===== src/rtl/lab_pkg.sv =====
// ----------------------------------------------------------------------------
// lab_pkg: shared widths and build-time defaults for the lab front-end (rev 1.0)
// ----------------------------------------------------------------------------
`default_nettype none

package lab_pkg;

  localparam int NUM_W = 3;

  localparam int DEB_CYCLES_SIM   = 4;
  localparam int TICK_DIV_SIM     = 5;
  localparam int DEB_CYCLES_BOARD = 500000;
  localparam int TICK_DIV_BOARD   = 50000000;

  typedef logic [NUM_W-1:0] num_t;

endpackage

`default_nettype wire


===== src/rtl/counter_ctrl_if.sv =====
// ----------------------------------------------------------------------------
// counter_ctrl_if: raw board inputs and core-facing controls of counter_ctrl (rev 1.0)
// ----------------------------------------------------------------------------
`default_nettype none

interface counter_ctrl_if;
  import lab_pkg::*;

  logic btn_run;
  logic btn_load;
  num_t sw_num;
  logic cnt;
  logic load;
  num_t num;
  logic tick;

  modport master (
    output btn_run, btn_load, sw_num,
    input  cnt, load, num, tick
  );

  modport slave (
    input  btn_run, btn_load, sw_num,
    output cnt, load, num, tick
  );

endinterface

`default_nettype wire


===== src/rtl/counter_ctrl_debounce.sv =====
// ----------------------------------------------------------------------------
// debounce: 2-flop synchroniser, stability counter and rising-edge pulse (rev 1.0)
// ----------------------------------------------------------------------------
`default_nettype none

module debounce
  import lab_pkg::*;
#(
  parameter int DEB_CYCLES = DEB_CYCLES_SIM
) (
  input  logic clk,
  input  logic clr,
  input  logic din,
  output logic db,
  output logic rise
);

  localparam int CW = (DEB_CYCLES > 1) ? $clog2(DEB_CYCLES) : 1;
  localparam logic [CW-1:0] LAST = CW'(DEB_CYCLES - 1);

  logic [1:0]    sync;
  logic [CW-1:0] stable_cnt;

  // db and rise change on the same edge, so a new level and its pulse align
  always_ff @(posedge clk) begin
    if (clr) begin
      sync       <= '0;
      stable_cnt <= '0;
      db         <= 1'b0;
      rise       <= 1'b0;
    end else begin
      sync <= {sync[0], din};
      rise <= 1'b0;
      if (sync[1] == db) begin
        stable_cnt <= '0;
      end else if (stable_cnt == LAST) begin
        db         <= sync[1];
        rise       <= sync[1];
        stable_cnt <= '0;
      end else begin
        stable_cnt <= stable_cnt + CW'(1);
      end
    end
  end

endmodule

`default_nettype wire


===== src/rtl/counter_ctrl.sv =====
// ----------------------------------------------------------------------------
// counter_ctrl: run/pause toggle, load strobe/value and count-enable prescaler (rev 1.0)
// ----------------------------------------------------------------------------
`default_nettype none

module counter_ctrl
  import lab_pkg::*;
#(
  parameter int DEB_CYCLES = DEB_CYCLES_SIM,
  parameter int TICK_DIV   = TICK_DIV_SIM
) (
  input  logic           clk,
  input  logic           clr,
  counter_ctrl_if.slave  bus
);

  localparam int PW = $clog2(TICK_DIV);
  localparam logic [PW-1:0] PRE_LAST = PW'(TICK_DIV - 1);

  logic          run_db;
  logic          run_rise;
  logic          load_db;
  logic          load_rise;
  num_t          sw_meta;
  num_t          sw_sync;
  logic          run_level;
  logic          load_pulse;
  num_t          num_hold;
  logic          tick_pulse;
  logic [PW-1:0] pre;

  debounce #(.DEB_CYCLES(DEB_CYCLES)) u_run_deb (
    .clk  (clk),
    .clr  (clr),
    .din  (bus.btn_run),
    .db   (run_db),
    .rise (run_rise)
  );

  debounce #(.DEB_CYCLES(DEB_CYCLES)) u_load_deb (
    .clk  (clk),
    .clr  (clr),
    .din  (bus.btn_load),
    .db   (load_db),
    .rise (load_rise)
  );

  always_ff @(posedge clk) begin
    if (clr) begin
      sw_meta    <= '0;
      sw_sync    <= '0;
      run_level  <= 1'b1;
      load_pulse <= 1'b0;
      num_hold   <= '0;
      pre        <= '0;
      tick_pulse <= 1'b0;
    end else begin
      sw_meta    <= bus.sw_num;
      sw_sync    <= sw_meta;
      run_level  <= run_level ^ run_rise;
      load_pulse <= load_rise;
      if (load_rise) begin
        num_hold <= sw_sync;
      end
      // A load restarts the tick phase; a pausing run edge must not leave a tick behind
      if (load_rise) begin
        pre        <= '0;
        tick_pulse <= 1'b0;
      end else if (run_level) begin
        pre        <= (pre == PRE_LAST) ? '0 : pre + PW'(1);
        tick_pulse <= (pre == PRE_LAST) && !run_rise;
      end else begin
        tick_pulse <= 1'b0;
      end
    end
  end

  always_ff @(posedge clk) begin
    if (!clr) begin
      assert (!run_rise || run_db);
      assert (!load_rise || load_db);
    end
  end

  assign bus.cnt  = run_level;
  assign bus.load = load_pulse;
  assign bus.num  = num_hold;
  assign bus.tick = tick_pulse;

endmodule

`default_nettype wire

===== src/flat_wrapper.sv =====
// flat-port wrapper written by rule: the top's interface ports become plain ports
module counter_ctrl_flat import lab_pkg::*;
#(
  parameter int DEB_CYCLES = DEB_CYCLES_SIM,
  parameter int TICK_DIV   = TICK_DIV_SIM
)
  (clk, clr, bus_btn_run, bus_btn_load, bus_sw_num, bus_cnt, bus_load, bus_num, bus_tick);
  counter_ctrl_if bus_i ();
  input  logic clk;
  input  logic clr;
  input wire logic [$bits(bus_i.btn_run)-1:0] bus_btn_run;
  input wire logic [$bits(bus_i.btn_load)-1:0] bus_btn_load;
  input wire logic [$bits(bus_i.sw_num)-1:0] bus_sw_num;
  output wire logic [$bits(bus_i.cnt)-1:0] bus_cnt;
  output wire logic [$bits(bus_i.load)-1:0] bus_load;
  output wire logic [$bits(bus_i.num)-1:0] bus_num;
  output wire logic [$bits(bus_i.tick)-1:0] bus_tick;
  assign bus_i.btn_run = bus_btn_run;
  assign bus_i.btn_load = bus_btn_load;
  assign bus_i.sw_num = bus_sw_num;
  assign bus_cnt = bus_i.cnt;
  assign bus_load = bus_i.load;
  assign bus_num = bus_i.num;
  assign bus_tick = bus_i.tick;
  counter_ctrl #(.DEB_CYCLES(DEB_CYCLES), .TICK_DIV(TICK_DIV)) u_core (.clk(clk), .clr(clr), .bus(bus_i));
endmodule

===== config.mk =====
export PLATFORM = sky130hd
export DESIGN_NAME = counter_ctrl_flat
export DESIGN_NICKNAME = d
export VERILOG_FILES = /design/src/rtl/lab_pkg.sv /design/src/rtl/counter_ctrl_if.sv /design/src/rtl/counter_ctrl_debounce.sv /design/src/rtl/counter_ctrl.sv /design/src/flat_wrapper.sv
export SDC_FILE = /design/constraint.sdc
export NUM_CORES = 1
export LEC_CHECK = 0
export ABC_CLOCK_PERIOD_IN_PS = 2600
export BUFFER_PORTS_ARGS = -buffer_cell sky130_fd_sc_hd__buf_2
export CAP_MARGIN = 10
export CORE_MARGIN = 5
export CORE_UTILIZATION = 49
export CTS_BUF_LIST = sky130_fd_sc_hd__clkbuf_8
export DETAILED_ROUTE_END_ITERATION = 8
export PLACE_DENSITY = 0.74
export SYNTH_ARGS = -nofsm -noshare
export SYNTH_HDL_FRONTEND = slang
export SYNTH_SLANG_ARGS = --single-unit

===== constraint.sdc =====
create_clock -name clk -period 2.6 [get_ports clk]
set_clock_uncertainty 0.1 [all_clocks]
set_input_delay 0.52 -clock clk [delete_from_list [all_inputs] [get_ports clk]]
set_output_delay 0.52 -clock clk [all_outputs]
set_load 0.1 [all_outputs]

==> results.cfg <==
[status]
status = finished, final reports clean

[worst_setup_path]
worst-path-stages = 1
crit_chain = buf_2
timing.critical_path.arrival_ps = 1220
r2r_cells = 4
path_buf_inv = 1
critPathMaxStageDelay_ps = 480
path_max_fanout = 8
cp-end-kind = output port
cpMaxStageDelayCell = buf_2
critPathKind = reg -> out
cp-start-kind = flop
critPathRequiredTime_ps = 1980
critPathTopFamily = buffers and inverters

[cts]
clk_path_buf_depth = 2
cts.reportedPaths.clkPinSlew_ps = 80
cts_sinks = 27
htree_levels = 1
cts-root-buf = clkbuf_8
post_cts_buffers = 0
cts_hold_buffers = 0
ctsResizeCount = 0
numCtsBuffers = 3
cts_tree = built
clock_latency_ps = 260

[drt]
vias = 569
ant_nets = 0
drt_pass1_iterations = 4
drcViolationCount = 0
routedWlPerCell_um = 9.550
viasPerCell = 4.742
wirelength_um = 1146
dr.first_iter.drc_count = 2

[synthesis]
synth_edf_count = 0
synth_top_cell_area_share_pct = 59.26
synth_area_leaders = dfxtp_1 59%, nor2b_1 7.5%, mux2i_1 6.6%
async_flop_share_pct = 0
synth_area_um2 = 912.1
netlist_instances = 82
yosysMostFrequentCell = dfxtp_1
synth_commonest_cells = 27 x dfxtp_1, 11 x nor2b_1, 9 x nor2_1
synth_flop_cell = dfxtp_1
ys_seq_elements = 27
syn_nets = 93
synth_top_area_cell = dfxtp_1
avgSynthCellArea_um2 = 11.12
ys_seq_area_share_pct = 59.26
ys_warn_count = 0
ys_types = 20

[finish]
diodes = 0
area_growth_pct = 13.58
regArea_um2 = 540.5
final_util_pct = 59.35
nFillCells = 157
layout-drive-gt1-share_pct = 18.95
multiInputGateArea_um2 = 342.8
nets = 107

[global_routing]
grt_max_degree = 26
first_global_vias = 518
antenna_found_initial = 0
grt.busiest_layer = met2
gr-total-overflow = 0
grtUsageMet1_pct = 12.80
grtUsageMet2_pct = 15.91
grt_usage_pct = 10.68
met3_usage_pct = 2.535
grt_pass1_wl_um = 2152

[worst_hold_path]
holdPathStages = 1
hp-class = reg -> reg

[timing]
setup_viol = 0
finalHoldViolations = 0
rsz0062_at_grt = false
slew_viol_final = 0
finalCritPeriodShare_pct = 70.75
worst_pin_slew_ps = 489.2
fin_crit_ps = 1839
tns_ps = 0
slew_headroom_pct = 67.61
max_freq_mhz = 543.6

[placement]
gp_congestion = 0.6791
portBuffers = 12
dpl.hpwl_um = 834.6

[floorplanning]
core_area_um2 = 1745
fp-row-count = 15
start_util_pct = 52.26
die_area_um2 = 2824
fp.dieH_um = 53.15
io-pin-count = 13
die_x_um = 53.15

[pwr]
p_leak_nw = 0.4446
ir_drop_mv = 0.4806
power_density_nw_per_um2 = 668.2

[job]
maxCapViolCount = 0
## placed cells by master (no fill, tap or decap), drive strengths merged, types with 2 or more instances in the layout
cell	netlist	routed
ha	4	4
nor2	9	9
xnor2	2	2
mux2i	6	6
clkbuf	1	3
inv	4	4
nand2b	3	3
dfxtp	27	27
buf	2	12
and4bb	2	2
nor2b	11	11
or3	2	2
nor4	2	2
## kinds of logic after synthesis
group           count (synthesis)  share of synthesized area [%]
simple gates                   33                          21.12
flops                          27                          59.26
buf+inv                         7                          3.154
mux                             6                          6.585
fa+ha+maj                       4                          5.487
compound gates                  3                          2.469
xor+xnor                        2                          1.921
## path summary, 6_finish.rpt
kind / startpoint / end / slack (ps)
hold / removal: u_core.u_run_deb.stable_cnt[0] / u_core.u_run_deb.stable_cnt[0] / 330
setup / recovery: u_core.bus.cnt / bus_cnt / 760
setup reg to reg: u_core.pre[0] / u_core.pre[2] / 1310
hold reg to reg: u_core.u_run_deb.stable_cnt[0] / u_core.u_run_deb.stable_cnt[0] / 330
## sequential cells by signal, indices dropped and copies added (netlist names), 2 cells and up
name                          count
u_core.sw_sync                    3
u_core.u_load_deb.stable_cnt      2
u_core.u_run_deb.sync             2
u_core.bus.num                    3
u_core.u_load_deb.sync            2
u_core.sw_meta                    3
u_core.u_run_deb.stable_cnt       2
u_core.pre                        3
## power breakdown
part | internal, mW | switching (mW) | leakage, nW
clock | 0.107 | 0.118 | 0.0255
combinational | 0.0167 | 0.0184 | 0.199
sequential | 0.426 | 0.00605 | 0.220
## routing by layer
metal | wire, µm | part of all wire (%)
met3 | 56 | 4.9
met1 | 566 | 49
met2 | 484 | 42
met5 | 0 | 0
met4 | 38 | 3.3
## cell type report
| class | instances | share of cell area [%] |
|---|---|---|
| Tap cell | 25 | 3.019 |
| Sequential cell | 27 | 52.17 |
| Clock inverter | 1 | 0.4831 |
| Timing Repair Buffer | 12 | 5.797 |
| Inverter | 4 | 1.449 |
| Multi-Input combinational cell | 48 | 33.09 |
| Clock buffer | 3 | 3.986 |
## through the flow
step | area (µm²) | hold slack, ps | worst slack (ps) | power (mW) | std cells
floorplan | 912.1 | 297.4 | 958.9 | 0.4675 | 82
global placement | 989.7 | 304.9 | 1092 | 0.4756 | 116
detailed placement | 989.7 | 318.4 | 1052 | 0.4785 | 116
CTS | 1036 | 331.1 | 742.9 | 0.7042 | 120
global route | 1036 | 352.9 | 692.3 | 0.7287 | 120
finish | 1036 | 325.3 | 760.6 | 0.6923 | 120
Note: power is estimated with default switching activity, not from simulation.
